## config.mk

```make
export PLATFORM = sky130hd
export DESIGN_NAME = button_arbiter
export DESIGN_NICKNAME = d
export VERILOG_FILES = /design/src/rtl/button_arbiter.sv
export SDC_FILE = /design/constraint.sdc
export NUM_CORES = 1
export LEC_CHECK = 0
export BUFFER_PORTS_ARGS = -buffer_cell sky130_fd_sc_hd__buf_2
export CELL_PAD_IN_SITES_DETAIL_PLACEMENT = 1
export CELL_PAD_IN_SITES_GLOBAL_PLACEMENT = 2
export CORE_MARGIN = 4
export CORE_UTILIZATION = 33
export DETAILED_ROUTE_END_ITERATION = 7
export PLACE_DENSITY = 0.7
export SETUP_SLACK_MARGIN = 0.4
export SYNTH_ARGS = -nofsm -noshare
export SYNTH_HDL_FRONTEND = slang
export SYNTH_SLANG_ARGS = --single-unit
```

## constraint.sdc

```tcl
create_clock -name clk -period 2.8 [get_ports clk]
set_input_delay 0.28 -clock clk [delete_from_list [all_inputs] [get_ports clk]]
set_output_delay 0.28 -clock clk [all_outputs]
set_load 0.01 [all_outputs]
```

## src/rtl/button_arbiter.sv

```systemverilog
// Collects one debounced button press per arm request, with timeout, lowest-index
// tie-break, held-button rejection and a lamp that follows the captured button.
module button_arbiter #(
  parameter int NBTN      = 4,
  parameter int TO_CYCLES = 300_000_000,
  localparam int IW       = $clog2(NBTN)
) (
  input  logic            clk,
  input  logic            rst_n,
  input  logic [NBTN-1:0] btn,
  input  logic            arm,
  output logic            press_valid,
  output logic [IW-1:0]   press_idx,
  input  logic            press_ready,
  output logic            timeout,
  output logic [NBTN-1:0] lamp,
  output logic            busy
);

  localparam int            CW       = $clog2(TO_CYCLES);
  localparam logic [CW-1:0] CNT_LAST = CW'(TO_CYCLES - 1);

  typedef enum logic [2:0] {
    IDLE    = 3'd0,
    QUIET   = 3'd1,
    LISTEN  = 3'd2,
    REPORT  = 3'd3,
    RELEASE = 3'd4
  } state_t;

  state_t          state;
  state_t          state_next;
  logic [CW-1:0]   cnt;
  logic [NBTN-1:0] btn_prev;
  logic [NBTN-1:0] rise;
  logic            waiting;
  logic            terminal;
  logic            capture;
  logic            expire;

  function automatic logic [IW-1:0] lowest_set(input logic [NBTN-1:0] v);
    logic [IW-1:0] idx;
    idx = '0;
    for (int i = NBTN - 1; i >= 0; i--) begin
      if (v[i]) idx = IW'(i);
    end
    return idx;
  endfunction

  assign rise     = btn & ~btn_prev;
  assign waiting  = (state == QUIET) || (state == LISTEN);
  assign terminal = (cnt == CNT_LAST);
  assign capture  = (state == LISTEN) && (rise != '0);
  // A capture on the terminal-count cycle takes priority over the timeout.
  assign expire   = waiting && terminal && !capture;

  always_ff @(posedge clk or negedge rst_n) begin
    if (!rst_n) begin
      state <= IDLE;
    end else begin
      state <= state_next;
    end
  end

  always_comb begin
    state_next = state;
    case (state)
      IDLE:    if (arm) state_next = QUIET;
      QUIET: begin
        if (expire)          state_next = IDLE;
        else if (btn == '0)  state_next = LISTEN;
      end
      LISTEN: begin
        if (capture)         state_next = REPORT;
        else if (expire)     state_next = IDLE;
      end
      REPORT:  if (press_ready) state_next = RELEASE;
      RELEASE: if (btn == '0)   state_next = IDLE;
      default: state_next = IDLE;
    endcase
  end

  always_ff @(posedge clk or negedge rst_n) begin
    if (!rst_n) begin
      cnt       <= '0;
      btn_prev  <= '0;
      press_idx <= '0;
      timeout   <= 1'b0;
    end else begin
      btn_prev <= btn;
      timeout  <= expire;
      if (state == IDLE && arm) begin
        cnt <= '0;
      end else if (waiting && !terminal) begin
        cnt <= cnt + CW'(1);
      end
      if (capture) begin
        press_idx <= lowest_set(rise);
      end
    end
  end

  always_comb begin
    press_valid = 1'b0;
    lamp        = '0;
    busy        = (state != IDLE);
    case (state)
      REPORT: begin
        press_valid = 1'b1;
        lamp        = NBTN'(1) << press_idx;
      end
      RELEASE: lamp = NBTN'(1) << press_idx;
      default: ;
    endcase
  end

endmodule

```

# Word level (Yosys, flattened, before mapping)
# Index checks and enable logic that the tools add are counted.
# Widths: inputs -> output; s select.
# word_totals
register_bits,39
latch_bits,0
mem_bits_rw,0
mem_bits_ro,0
input_bits,8
mem_count,0
# classes
n_addsub,1
multipliers,0
n_div,0
order_cmp,0
n_eq_ne,10
shifts,1
muxes,16
n_bitwise,2
reduce_logical,15
# op_table
operator,n
$mux 29,2
$add 29x1->29 const B,1
$eq 29x29->1 const B,1
$mux 3,7
$pmux 3 s5,1
$mux 2,4
$eq 3x2->1 const B,2
$ne 2x2->1 const B,3
$logic_and 1x1->1,5
$reduce_and 5->1,1
$and 4x4->4,1
$logic_not 4->1,1
$mux 4,1
$not 4->4,1
$reduce_bool 4->1,1
$shl 1x2->4 const A,1
$eq 3x1->1 const B,1
$eq 3x3->1 const B,1
$logic_not 3->1,1
$ne 3x2->1 const B,1
$ne 3x3->1 const B,1
$reduce_bool 3->1,1
$logic_not 1->1,2
$reduce_bool 2->1,1
other kinds (3),3

# Longest topological paths before layout
# logic_depth
depth_word,9
mapped_depth,7
ltp_nobuf,6

# Worst setup path after synthesis
# No wires, ideal clock.
# synth_path
path_type,flip-flop to flip-flop
start,reg cnt[14]
end,reg cnt[2]
setup_time_ps,77
t_arrival_ps,1900
required_time_ps,2723
slack_ps,823
stages_incl_launch_ff,7
synth_period_minus_slack_ps,1977
cell_sequence,dfrtp_1 -> nor4b_2 -> nand4_1 -> or4_1 -> clkbuf_1 -> a31o_1 -> a21oi_1
# synth_via
elab_chain_cells,4
# synth_lines
item,line_no,text
start: declaration,33,logic [CW-1:0] cnt;
start signal: assignment,95,cnt <= cnt + CW'(1);
$eq 29x29->1,52,assign terminal = (cnt == CNT_LAST);
$logic_not 1->1,94,end else if (waiting && !terminal) begin
$logic_and 1x1->1,94,
$reduce_bool 2->1 (no source line),--,
# Every way passes these cells.
# A chain may end at the register's enable or synchronous reset.

# Worst setup path after layout
# Ends and elaborated chain as after synthesis.

==> metrics.txt <==
crit path launch type register; largest net degree at the start of global routing 40; CTS tree yes; die area 0.00791 mm²; Critical Path AT 2.41 ns; Synth Instances 240; Slew HR 0.381; top_reg_cell synth dfrtp_1; cell taking the most area after synthesis dfrtp_1; Die W 89.0 µm; FF-to-FF Start cnt[14]; wire per inst 16.0 µm; syn nets 249; period utilization 0.786; Setup crit end kind register; nets between 200 and 300; number of synthesized flops with an enable pin 0; Initial Util 0.341; final worst slack approximately 0.6 ns; f_max 454 MHz; leak pwr 1.10 nW; area share of the largest cell type after synthesis 0.451; CTS buffer count 5; H-tree depth 2; class of the worst hold path input pin to asynchronous set/reset pin; initial antenna violation count 0; number of detailed-route iterations in the first pass 4; share of layout cells above drive strength 1 0.142; clock-pin transition on the worst setup and hold timing paths 0.08 ns; Setup Viol. Count Final 0; Antenna diodes 0; drt total wl 5400 µm; total vias in the final route approximately 1800; clk_skew 0.00567 ns; Core Footprint roughly 0.0063 mm²; worst hold margin 0.110 ns; Crit Path Category register to register; Slew Limit Fails 0; vias per inst approximately 5.4; setup slack, reg-to-reg 0.60 ns; power density cells 727 mW/mm²; first-pass GRT wire length 9510 µm; Async SR Flop Fraction 1.00; final routed DRC violation total 0; CP required 3.01 ns; clock root buffer clkbuf_8; synthesized area between 0.002 and 0.0025 mm²; antenna-violating nets left 0; maximum net fanout on the critical path 6; vias in the first global route 1945; Rows 29; Filler cells 756; Overflow after GRT 0; actual transition at the worst max-transition pin 0.929 ns; top cells by area, synth dfrtp_1 45%, nand2_1 5.2%, xnor2_1 4.0%; setup TNS 0 ns; Max IR drop VDD 0.354 mV; Reg2Reg Depth 5; Area Overhead vs Synth 14.4%; gr usage total 0.152; status complete, no violations; IO buf count 16; CTS Hold Buffers Added 0; warnings from Yosys 0; post-DP HPWL 3950 µm; Avg Synthesized Cell Area 9.01 µm²; sequential share of the synthesized area 0.451; final hold vios 0; post-synthesis register bit count 39; min Tclk post-route 2.20 ns; Die Ht 89.0 µm; Setup WS pre-CTS ~0.55 ns; Skew-Pair Late Insertion Delay 0.29 ns; # IOs 17; unrepaired setup endpoints after global routing no; Synth cell types 44; GPL Wtd Cong around 0.73; Max Cap Viol 0; TritonCTS Sinks 39; Clock Path Buffers 2; R2R Path End cnt[2]; Detailed Route Iter0 Violations about 50
[cell usage in the layout, fill, tap and decap left out, types with 6 or more instances in the layout]
master	synthesis	layout
a21oi_1	12	12
and3_1	8	8
buf_2	3	16
buf_4	0	6
clkbuf_8	0	6
dfrtp_1	39	38
inv_1	7	7
mux2i_1	7	7
nand2_1	30	30
nand2b_1	8	8
nand3_1	14	14
nor2_1	20	20
nor3_1	12	11
o21ai_0	9	9
xnor2_1	10	10
[layer usage]
metal	GRT usage	vias to the layer above	wire length, µm
li1	-	907	-
met1	0.227	874	2840
met2	0.225	25	2310
met5	0	-	0
met4	0.0541	0	89
met3	0.0221	7	163
[synthesized netlist by cell type (2+ instances only)]
cell type / instances
inv_1: 7
a21oi_1: 12
and2_1: 2
nand3_1: 14
xnor2_1: 10
nand2b_1: 8
nor3_1: 12
and4_1: 3
buf_2: 3
clkbuf_1: 5
nor4_1: 4
xor2_1: 3
nor3b_1: 2
o31ai_1: 3
nand4_1: 5
nand2_1: 30
or4_1: 4
nor2_1: 20
o211ai_1: 2
o41ai_1: 2
or3_1: 5
dfrtp_1: 39
mux2i_1: 7
o21ai_0: 9
and3_1: 8
a21o_1: 3
[flip-flops by register name (all words and copies together) (netlist names)]
register and flops:
press_idx 2, timeout 1, btn_prev 4, state 3, cnt 29
[final cells by class]
cell class                 instances  area (µm²)  area share
multi-input combinational        185        1130       0.458
sequential                        39         977       0.395
timing repair buffer              22         125      0.0506
tap                               77        96.3      0.0389
clock buffer                       6        82.6      0.0334
clock inverter                     2        35.0      0.0142
inverter                           7        26.3      0.0106
[critical path: stages (launching register included)]
cell and delay [ns]:
dfrtp_1 0.43, nor4b_2 0.33, nand4_1 0.32, or4_4 0.67, a31o_1 0.24, a21oi_1 0.14
[repair_timing]
action | CTS | global route
setup buffers | 0 | 0
gates resized for setup | 0 | 3
endpoints found under the setup margin | 0 | 4
[worst max path at each step]
stage / start / endpoint / slack (ns) / depth (start not counted)
after floorplan: cnt[14] / cnt[2] / 0.82 / 6
after global placement: cnt[8] / cnt[2] / 0.52 / 5
after detailed placement: cnt[14] / cnt[2] / 0.55 / 5
after CTS: cnt[14] / cnt[2] / 0.52 / 5
after global routing: cnt[0] / cnt[28] / 0.43 / 6
final: cnt[14] / cnt[2] / 0.60 / 5
[power by group]
group / leakage (nW) / total, mW / switching, mW / internal, mW
Sequential: 0.522 / 0.719 / 0.0865 / 0.633
Clock: 0.0612 / 0.488 / 0.199 / 0.288
Combinational: 0.518 / 0.592 / 0.350 / 0.242
Total: 1.10 / 1.80 / 0.636 / 1.16
[per-stage QoR]
| step | area, µm² | util | cells | total power, mW |
|---|---|---|---|---|
| finish | 2470 | 0.390 | 338 | 1.80 |
| global route | 2470 | 0.390 | 338 | 1.95 |
| CTS | 2460 | 0.388 | 338 | 1.83 |
| detailed placement | 2350 | 0.370 | 330 | 1.33 |
| global placement | 2350 | 0.370 | 330 | 1.33 |
| floorplan | 2160 | - | 240 | 1.14 |
[logic make-up (layout without fill, tap and decap cells)]
kind of cell	Yosys count	in the layout	share of synthesized area
AO/OA/AOI/OAI	39	39	0.116
XOR/XNOR	13	13	0.0526
adder cells (fa/ha/maj)	1	1	0.00578
buffers and inverters	16	37	0.0295
flip-flops	39	39	0.451
multiplexers	7	7	0.0324
AND/OR/NAND/NOR	125	125	0.312
Power figures use the tool's default switching activity.
